===== config.mk =====
export PLATFORM = sky130hd
export DESIGN_NAME = sar_search
export DESIGN_NICKNAME = d
export VERILOG_FILES = /design/src/rtl/sar_defs.sv /design/src/rtl/sar_step.sv /design/src/rtl/sar_search.sv
export SDC_FILE = /design/constraint.sdc
export NUM_CORES = 1
export LEC_CHECK = 0
export CORE_MARGIN = 2
export CORE_UTILIZATION = 43
export CTS_CLUSTER_DIAMETER = 120
export CTS_CLUSTER_SIZE = 28
export DETAILED_ROUTE_END_ITERATION = 12
export PLACE_DENSITY_LB_ADDON = 0.1
export SLEW_MARGIN = 10
export SYNTH_ARGS = -nofsm -noshare
export SYNTH_HDL_FRONTEND = slang
export SYNTH_SLANG_ARGS = --single-unit

===== constraint.sdc =====
create_clock -name clk -period 1.4 [get_ports clk]
set_clock_uncertainty 0.1 [all_clocks]
set_input_delay 0.28 -clock clk [delete_from_list [all_inputs] [get_ports clk]]
set_output_delay 0.28 -clock clk [all_outputs]
set_load 0.05 [all_outputs]

===== src/rtl/sar_defs.sv =====
// Shared definitions for the successive-approximation search controller.
// Holds state encodings and the comparator-code validity check.
package sar_defs;

  typedef enum logic [1:0] {
    SAR_IDLE = 2'd0,
    SAR_TEST = 2'd1,
    SAR_DONE = 2'd2
  } sar_state_t;

  // A well-formed comparator response has exactly this many lines high.
  localparam int SAR_CODE_HOT = 1;

  function automatic logic code_ok(
    input logic e,
    input logic g,
    input logic l
  );
    return ($countones({e, g, l}) == SAR_CODE_HOT);
  endfunction

endpackage


===== src/rtl/sar_step.sv =====
// One successive-approximation bit decision: resolve trial[idx] from the
// comparator and raise the next lower trial bit.
module sar_step #(
  parameter int WIDTH = 4,
  parameter int IW    = $clog2(WIDTH)
) (
  input  logic [WIDTH-1:0] trial,
  input  logic [IW-1:0]    idx,
  input  logic             greater,
  output logic [WIDTH-1:0] nxt,
  output logic             last
);

  assign last = (idx == '0);

  always_comb begin
    nxt = trial;
    if (greater)
      nxt[idx] = 1'b0;
    if (!last)
      nxt[idx - 1'b1] = 1'b1;
  end

endmodule


===== src/rtl/sar_search.sv =====
// Successive-approximation search controller driving an external comparator.
// Define SAR_EARLY_EXIT_EN to end a search as soon as the comparator reports equal.
module sar_search
  import sar_defs::*;
#(
  parameter int WIDTH = 4
) (
  input  logic             clk,
  input  logic             rst,
  input  logic             start,
  input  logic             equal,
  input  logic             greater,
  input  logic             lesser,
  output logic [WIDTH-1:0] trial,
  output logic             busy,
  output logic             done,
  output logic [WIDTH-1:0] result,
  output logic             err
);

  localparam int IW = $clog2(WIDTH);

  sar_state_t       state;
  logic [IW-1:0]    idx;
  logic [WIDTH-1:0] nxt;
  logic             last;
  logic             ok;
  logic             hit;

  assign ok = code_ok(equal, greater, lesser);

`ifdef SAR_EARLY_EXIT_EN
  assign hit = ok & equal;
`else
  assign hit = 1'b0;
`endif

  sar_step #(
    .WIDTH (WIDTH),
    .IW    (IW)
  ) u_step (
    .trial   (trial),
    .idx     (idx),
    .greater (greater),
    .nxt     (nxt),
    .last    (last)
  );

  always_ff @(posedge clk) begin
    if (rst) begin
      state  <= SAR_IDLE;
      trial  <= '0;
      idx    <= '0;
      result <= '0;
      busy   <= 1'b0;
      done   <= 1'b0;
      err    <= 1'b0;
    end else begin
      unique case (state)
        SAR_IDLE: begin
          done <= 1'b0;
          if (start) begin
            trial <= WIDTH'(1) << (WIDTH - 1);
            idx   <= IW'(WIDTH - 1);
            err   <= 1'b0;
            busy  <= 1'b1;
            state <= SAR_TEST;
          end
        end
        SAR_TEST: begin
          if (!ok)
            err <= 1'b1;
          if (hit) begin
            result <= trial;
            busy   <= 1'b0;
            done   <= 1'b1;
            state  <= SAR_DONE;
          end else if (last) begin
            trial  <= nxt;
            result <= nxt;
            busy   <= 1'b0;
            done   <= 1'b1;
            state  <= SAR_DONE;
          end else begin
            trial <= nxt;
            idx   <= idx - 1'b1;
          end
        end
        SAR_DONE: begin
          done  <= 1'b0;
          state <= SAR_IDLE;
        end
        default: begin
          busy  <= 1'b0;
          done  <= 1'b0;
          state <= SAR_IDLE;
        end
      endcase
    end
  end

endmodule


### Word-level counts from Yosys, hierarchy flattened

Index checks and enable logic that the tools add are counted.

| storage, ports and cells | value |
|---|---|
| flip-flop bits (word level) | 15 |
| bits of input ports | 6 |
| word-level logic and storage cells | 58 |

| cells by class | value |
|---|---|
| $add $sub $neg | 3 |
| $lt $le $gt $ge | 4 |
| equality and inequality tests | 7 |
| mux-type cells | 20 |
| bitwise gates (word level) | 5 |
| reductions and logical operators | 12 |

Operator list:

| cell | number |
|---|---|
| $mux W4 | 3 |
| $reduce_and A3 Y1 | 3 |
| $mux W2 | 4 |
| $ne A2 B2 Y1 const B | 4 |
| $pmux W2 S2 | 2 |
| $pmux W4 S2 | 1 |
| $lt A2 B3 Y1 const B | 2 |
| $mux W1 | 6 |
| $reduce_and A2 Y1 | 3 |
| $and A4 B4 Y4 | 1 |
| $demux W1 S2 | 2 |
| $ge A2 B1 Y1 const B | 2 |
| $logic_not A2 Y1 | 2 |
| $not A4 Y4 | 1 |
| $or A4 B4 Y4 | 1 |
| $add A2 B1 Y3 | 1 |
| $eq A3 B1 Y1 const B | 1 |
| $pmux W1 S3 | 1 |
| $add A1 B1 Y2 | 1 |
| $eq A2 B1 Y1 const B | 1 |
| $eq A2 B2 Y1 const B | 1 |
| $logic_and A1 B1 Y1 | 2 |
| $not A1 Y1 | 2 |
| $pmux W1 S2 | 1 |
| other kinds (3) | 3 |

### Logic depth before layout (Yosys ltp)

Gate-level depths: netlist of run 1.

| depth | value |
|---|---|
| word-level depth | 10 |
| depth in mapped cells | 6 |
| mapped depth without buffers | 5 |

### Modules after synthesis

Synthesis of run 1 repeated with hierarchy kept, for this count alone.

| second synthesis, totals | value |
|---|---|
| cells, all modules | 80 |
| area, all modules | 706.9 um2 |

By module, submodules not included:

| module | times used | cells an instance | area an instance (um2) | seq. area each (um2) |
|---|---|---|---|---|
| sar_search | 1 | 70 | 644.4 | 300.3 |
| sar_step | 1 | 10 | 62.6 | 0.0 |

### Worst setup path before layout of run 1

Ideal clock, no wire load.

| timing path | value |
|---|---|
| path type | register to register |
| start | register idx[0] |
| end | register result[1] |
| arrival | 1.276 ns |
| path slack | -0.098 ns |
| cell stages (with the launch flop) | 7 |
| buffers on the path | 1 |
| clock period less this slack | 1.498 ns |
| path through | dfxtp_1 > inv_1 > ha_1 > buf_4 > a2bb2oi_1 > a211oi_1 > nor3_1 |

| on the way | value |
|---|---|
| longest elaborated chain between the ends | 9 |

RTL lines:

| item | line | RTL |
|---|---|---|
| start, declared | sar_search.sv:24 | `logic [IW-1:0] idx;` |
| start signal, assigned | sar_search.sv:64 | `idx <= IW'(WIDTH - 1);` |
| start signal, assigned | sar_search.sv:86 | `idx <= idx - 1'b1;` |
| parallel branches: the longest is 9 deep, another holds $lt A2 B3 Y1 | - |  |
| end signal, assigned | sar_search.sv:74 | `result <= trial;` |
| end signal, assigned | sar_search.sv:80 | `result <= nxt;` |
| end, declared | sar_search.sv:17 | `output logic [WIDTH-1:0] result,` |

Several ways; the timed one is not identified.
A chain may end at the register's enable or synchronous reset.

### Worst setup path after layout of run 1

| timing path | value |
|---|---|
| start | register idx[0] |
| end | register result[2] |

Same word-level chain as after synthesis.

==> results.yml, run 1 <==
critical_path:
  crit_family: "flip-flops"
  r2r-start: "idx[0]"
  crit_type: "reg -> reg"
  worst_setup_path_end_kind: "flip-flop"
  cp-start-kind: "flip-flop"
  r2r_cells: 6
  slowest_stage: "dfxtp_4"
  crit_path_cell_trace: "inv_2, ha_4, buf_4, and3b_2, nand3_1, a21oi_1"
  cp_data_required_time_ns: 1.54
  critPathArrivalTime_ns: 1.49
  crit_buf_inv: 2
  critPathMaxFanout: 6
  slowest_delay_ns: 0.35
  r2r_slack_ns: 0.05
  worstReg2RegEnd: "result[2]"
floorplan:
  die_x_um: 46.6
  core_area_um2: 1710
  start_util: 0.456
  die-height_um: 46.6
  row_count: 15
  dieArea_um2: 2170
  io_pins: 17
finish:
  syn_to_final_growth_pct: 57.6
  final_layout_size_suffix_gt1_frac: 0.381
  n_antenna_cell: 0
  final_common_cell: "buf_4"
  layout.nets: 130
  utilization: 0.719
  final_cell_mix: "buf_4, dfxtp_1, buf_12"
synthesis:
  ys_types: 29
  yosys-mux-area-fraction: 0
  ys_async_sr_fraction: 0
  synth_xor_area_frac: 0
  synth-simple-area-share: 0.266
  synthCells: 88
  synth_fa_ha_area_frac: 0.0899
  synth_nets: 99
  ys.flop_type: "dfxtp_1"
  syn_area_per_cell_um2: 8.86
  synth-compound-area-share: 0.191
  syn_area_um2: 779
  synth_seq_cells: 15
  synth-seq-area-share: 0.385
  synth_top_family_by_area: "simple AND/OR/NAND/NOR gates"
  yosys_warnings: 0
  synth-edff-count: 0
detailed_routing:
  wire_per_inst_um: 13.2
  dr.pass1.iters: 4
  finalWirelength_mm: 1.89
  ant_nets: 0
  drt_iter0_markers: 7
  routed_via_density: 5.16
  drc_errors: 0
  num_vias: 738
status:
  status: "finished, final reports clean"
timing:
  slew-limit-headroom: 0.743
  hold_viol: 0
  fmax_mhz: 740
  worst_pin_slew_ns: 0.385
  fin_crit_sh: 0.965
  finalSetupTns_ns: 0
  fin_crit_ns: 1.35
  drv_slew: 0
  setup_viol: 0
cts:
  cts-root-buf: "clkbuf_4"
  numCtsBuffers: 3
  ctsHoldBuffers: 0
  cts_tree: "built"
  clk_latency_ns: 0.30
  clk_pin_slew_ns: 0.10
  clockBufferDepth: 2
  cts_sinks: 15
  h-tree-depth: 1
global_routing:
  gr-usage-met1: 0.254
  first_global_vias: 739
  grt_first_pass_wirelength_mm: 3.17
  met2_usage: 0.339
  grt_overflow: 0
  globalRouteMet3Util: 0.0392
  antenna_found_initial: 0
  grt_max_degree: 13
  grt_use_total: 0.209
  busiest_layer: "met2"
min_path:
  min_path_type: "reg -> reg"
  hold_path_end: "result[3]"
  hp-start: "result[3]"
  whs_path_depth: 2
placement:
  io_buffers: 16
  globalplace.congestion: 0.792
  dp_hpwl_mm: 1.33
power_and_ir_drop:
  p_leak_nw: 0.512
  peakVddDrop_uv: 874
  pwr_density_cell_nw_per_um2: 1000
  p_total_mw: 1.23
flow_run:
  maxCapViolCount: 0
what timing repair did:
item                                    in CTS  in global routing
pin swaps                                    3                  4
resized for setup                            5                 12
endpoints found under the setup margin      11                  7
setup buffers                                0                  3
layer usage:
layer | vias to the layer above | routed length (µm)
li1 | 368 | -
met4 | 0 | 61
met1 | 343 | 845
met5 | - | 0
met2 | 18 | 910
met3 | 9 | 72
stage by stage:
step / cell area, µm² / hold WS (ns) / cells / setup WS, ns
2_1_floorplan: 785 / 0.249 / 88 / 0.0112
3_3_place_gp: 1130 / 0.380 / 136 / -0.315
3_5_place_dp: 1130 / 0.387 / 136 / -0.354
4_1_cts: 1170 / 0.401 / 140 / 0.00348
5_1_grt: 1230 / 0.435 / 143 / -0.00800
6_report: 1230 / 0.399 / 143 / 0.0495
Yosys cell counts, drive strengths merged (2+ instances only):
cell | n | share of area
o21ai | 3 | 0.019
nor3 | 4 | 0.026
inv | 5 | 0.024
ha | 4 | 0.064
nor2b | 5 | 0.043
nand2 | 7 | 0.034
nand2b | 6 | 0.048
nor2 | 4 | 0.019
nand3 | 5 | 0.032
a31oi | 2 | 0.016
a21o | 2 | 0.019
a21oi | 10 | 0.064
buf | 3 | 0.039
dfxtp | 15 | 0.39
state kept, by name, summed over array words and instances (netlist names):
signal / cells
done: 1
state: 2
trial: 4
idx: 2
err: 1
busy: 1
result: 4
kinds of logic (layout without fill, tap and decap cells):
kind of cell,count (synthesis),in the layout
compound gates,24,24
fa+ha+maj,5,5
buf+inv,9,39
flops,15,15
simple gates,35,35
report_power, final:
group	internal [mW]	total [mW]	switching [mW]
clock network	0.107	0.263	0.157
logic	0.238	0.460	0.222
registers	0.461	0.506	0.0445
worst max-delay path by stage:
stage	start	end	slack [ns]	cells after the start
2_1_floorplan	idx[0]	result[1]	0.01	6
4_1_cts	idx[0]	idx[0]	0.003	5
3_3_place_gp	equal	err	-0.31	5
6_report	idx[0]	result[2]	0.05	6
3_5_place_dp	equal	err	-0.35	5
5_1_grt	idx[0]	result[1]	-0.008	6
area by class of cell:
type / instances / area [µm²]
clock inverter: 1 / 5.00
fill: 124 / 479
clock buffer: 3 / 22.5
inverter: 5 / 18.8
multi-input combinational: 64 / 469
tap: 25 / 31.3
sequential: 15 / 307
timing repair buffer: 30 / 375
worst min-delay path, cell delays in order, from the launching register on:
cell and delay [ns]:
dfxtp_1 0.35, nand2_1 0.06, a21oi_1 0.05
Note: power is estimated with default switching activity, not from simulation.
==> run 2, diff against run 1 <==
CAP_MARGIN = 20   (was default)
==> results of run 2 <==
No change in the layout: final DEF, timing and power equal those of run 1.
==> run 3, diff against run 2 <==
CORE_UTILIZATION = 48   (was 43)
TNS_END_PERCENT = 100   (was default)
clock period = 1.5 ns   (was 1.4 ns; I/O delays follow)
==> run 3 against run 2 <==
Clock power shrank 7%. Routed wire length down 8.8%. First-iteration DRC count up 29%. Total power is 10% lower.
==> results.yml, run 3 (synthesis gave the netlist of run 1 again) <==
status:
  status: "finished, final reports clean"
detailed_routing:
  met3_length_um: 82
  wl_met1_um: 792
  dr_wl_met2_um: 830
  drt_iter0_markers: 9
  dr.pass1.iters: 4
  wire_per_inst_um: 13.4
  num_vias: 704
  finalWirelength_mm: 1.72
  routed_via_density: 5.46
  top_layer_used: "met4"
  drc_errors: 0
  ant_nets: 0
timing:
  fin_crit_ns: 1.41
  worst_pin_slew_ns: 0.420
  hold_viol: 0
  fin_crit_sh: 0.941
  fmax_mhz: 708
  slew-limit-headroom: 0.719
  rsz0062_at_grt: "no"
  setup_viol: 0
  drv_slew: 0
power_and_ir_drop:
  p_int_mw: 0.728
  p_total_mw: 1.10
  clkPwrFrac: 0.221
  peakVddDrop_uv: 702
  pwr_density_cell_nw_per_um2: 949
  switchingPower_mw: 0.373
  p_leak_nw: 0.495
  combPwrFrac: 0.358
  seqPwrFrac: 0.421
  p_sw_frac: 0.339
critical_path:
  crit_buf_inv: 1
  worst_setup_path_end_kind: "flip-flop"
  worstReg2RegEnd: "idx[0]"
  crit_path_cell_trace: "inv_1, ha_4, or3b_1, o21ai_0, a221oi_1"
  critPathArrivalTime_ns: 1.48
  r2r_cells: 5
  slowest_delay_ns: 0.38
  critPathLaunch: "idx[1]"
  slowest_stage: "or3b_1"
  cp.depth: 5
  cp-start-kind: "flip-flop"
  crit_type: "reg -> reg"
  cp_data_required_time_ns: 1.56
  critPathMaxFanout: 5
  r2r_slack_ns: 0.09
  crit_family: "simple AND/OR/NAND/NOR gates"
  r2r-start: "idx[1]"
cts:
  cts_sinks: 15
  cts_setup_buffers: 0
  cts_tree: "built"
  cts-root-buf: "clkbuf_4"
  numCtsBuffers: 3
  clockBufferDepth: 2
  h-tree-depth: 1
  clk_latency_ns: 0.29
  clk_pin_slew_ns: 0.10
min_path:
  hold_path_end: "result[3]"
  min_path_type: "reg -> reg"
  whs_path_depth: 2
  hp-start: "result[3]"
placement:
  globalplace.congestion: 0.778
  io_buffers: 16
  dp_hpwl_mm: 1.24
finish:
  final_layout_size_suffix_gt1_frac: 0.248
  reg_top3: "result: 4 flops, trial: 4 flops"
  fillerInstances: 119
  layout.nets: 125
  seq_area_um2: 300
  final_cell_mix: "dfxtp_1, buf_12, a21oi_1"
  syn_to_final_growth_pct: 49.0
  utilization: 0.771
  n_antenna_cell: 0
  final_common_cell: "dfxtp_1"
  multi_input_area_um2: 439
floorplan:
  core_area_um2: 1510
  die-height_um: 44.3
  io_pins: 17
  dieArea_um2: 1960
  row_count: 14
  die_x_um: 44.3
  start_util: 0.517
global_routing:
  grt_overflow: 0
  first_global_vias: 690
  grt_first_pass_wirelength_mm: 2.79
  grt_max_degree: 13
  antenna_found_initial: 0
  grt_use_total: 0.195
flow_run:
  maxCapViolCount: 0
run 3: layer usage:
layer / vias to the layer above / global-route usage
met1: 324 / 0.227
met5: - / 0
li1: 358 / -
met4: 0 / 0.0909
met3: 2 / 0.0408
met2: 20 / 0.338
run 3: cell type report:
type / count / share of cell area
Multi-Input combinational cell: 64 / 0.378
Timing Repair Buffer: 25 / 0.306
Sequential cell: 15 / 0.259
Clock buffer: 3 / 0.0194
Tap cell: 16 / 0.0172
Inverter: 5 / 0.0162
Clock inverter: 1 / 0.00431
run 3: worst min-delay path: cells and delay by family (launching register included):
family	cells	cell delay [ns]
DFF	1	0.35
and+or+nand+nor	1	0.06
AOI/OAI and AO/OA	1	0.05
run 3: power groups by stage:
| stage | Clock [mW] | Sequential (mW) | Combinational (mW) |
|---|---|---|---|
| after CTS | 0.246 | 0.464 | 0.380 |
| after detailed placement | 0 | 0.473 | 0.378 |
| final | 0.244 | 0.464 | 0.394 |
| after floorplan | 0 | 0.527 | 0.150 |
| after global routing | 0.260 | 0.470 | 0.426 |
| after global placement | 0 | 0.471 | 0.372 |
run 3: timing repair:
action | in CTS | in global routing
endpoints found under the setup margin | 0 | 10
hold buffers | 0 | 0
gates resized for setup | 0 | 4
run 3: worst max-delay path by stage:
stage                endpoint
global route           idx[0]
global placement          err
detailed placement        err
finish                 idx[0]
floorplan           result[1]
CTS                 result[2]
run 3: metrics by stage:
stage | hold WS, ns | cell area (µm²) | setup slack, ns | instances | setup TNS [ns]
5_1_grt | 0.421 | 1160 | 0.00731 | 129 | 0
4_1_cts | 0.402 | 1140 | 0.0233 | 129 | 0
3_3_place_gp | 0.379 | 1120 | -0.237 | 125 | -0.367
3_5_place_dp | 0.388 | 1120 | -0.259 | 125 | -0.451
6_report | 0.397 | 1160 | 0.0883 | 129 | 0
2_1_floorplan | 0.272 | 779 | 0.00203 | 88 | 0
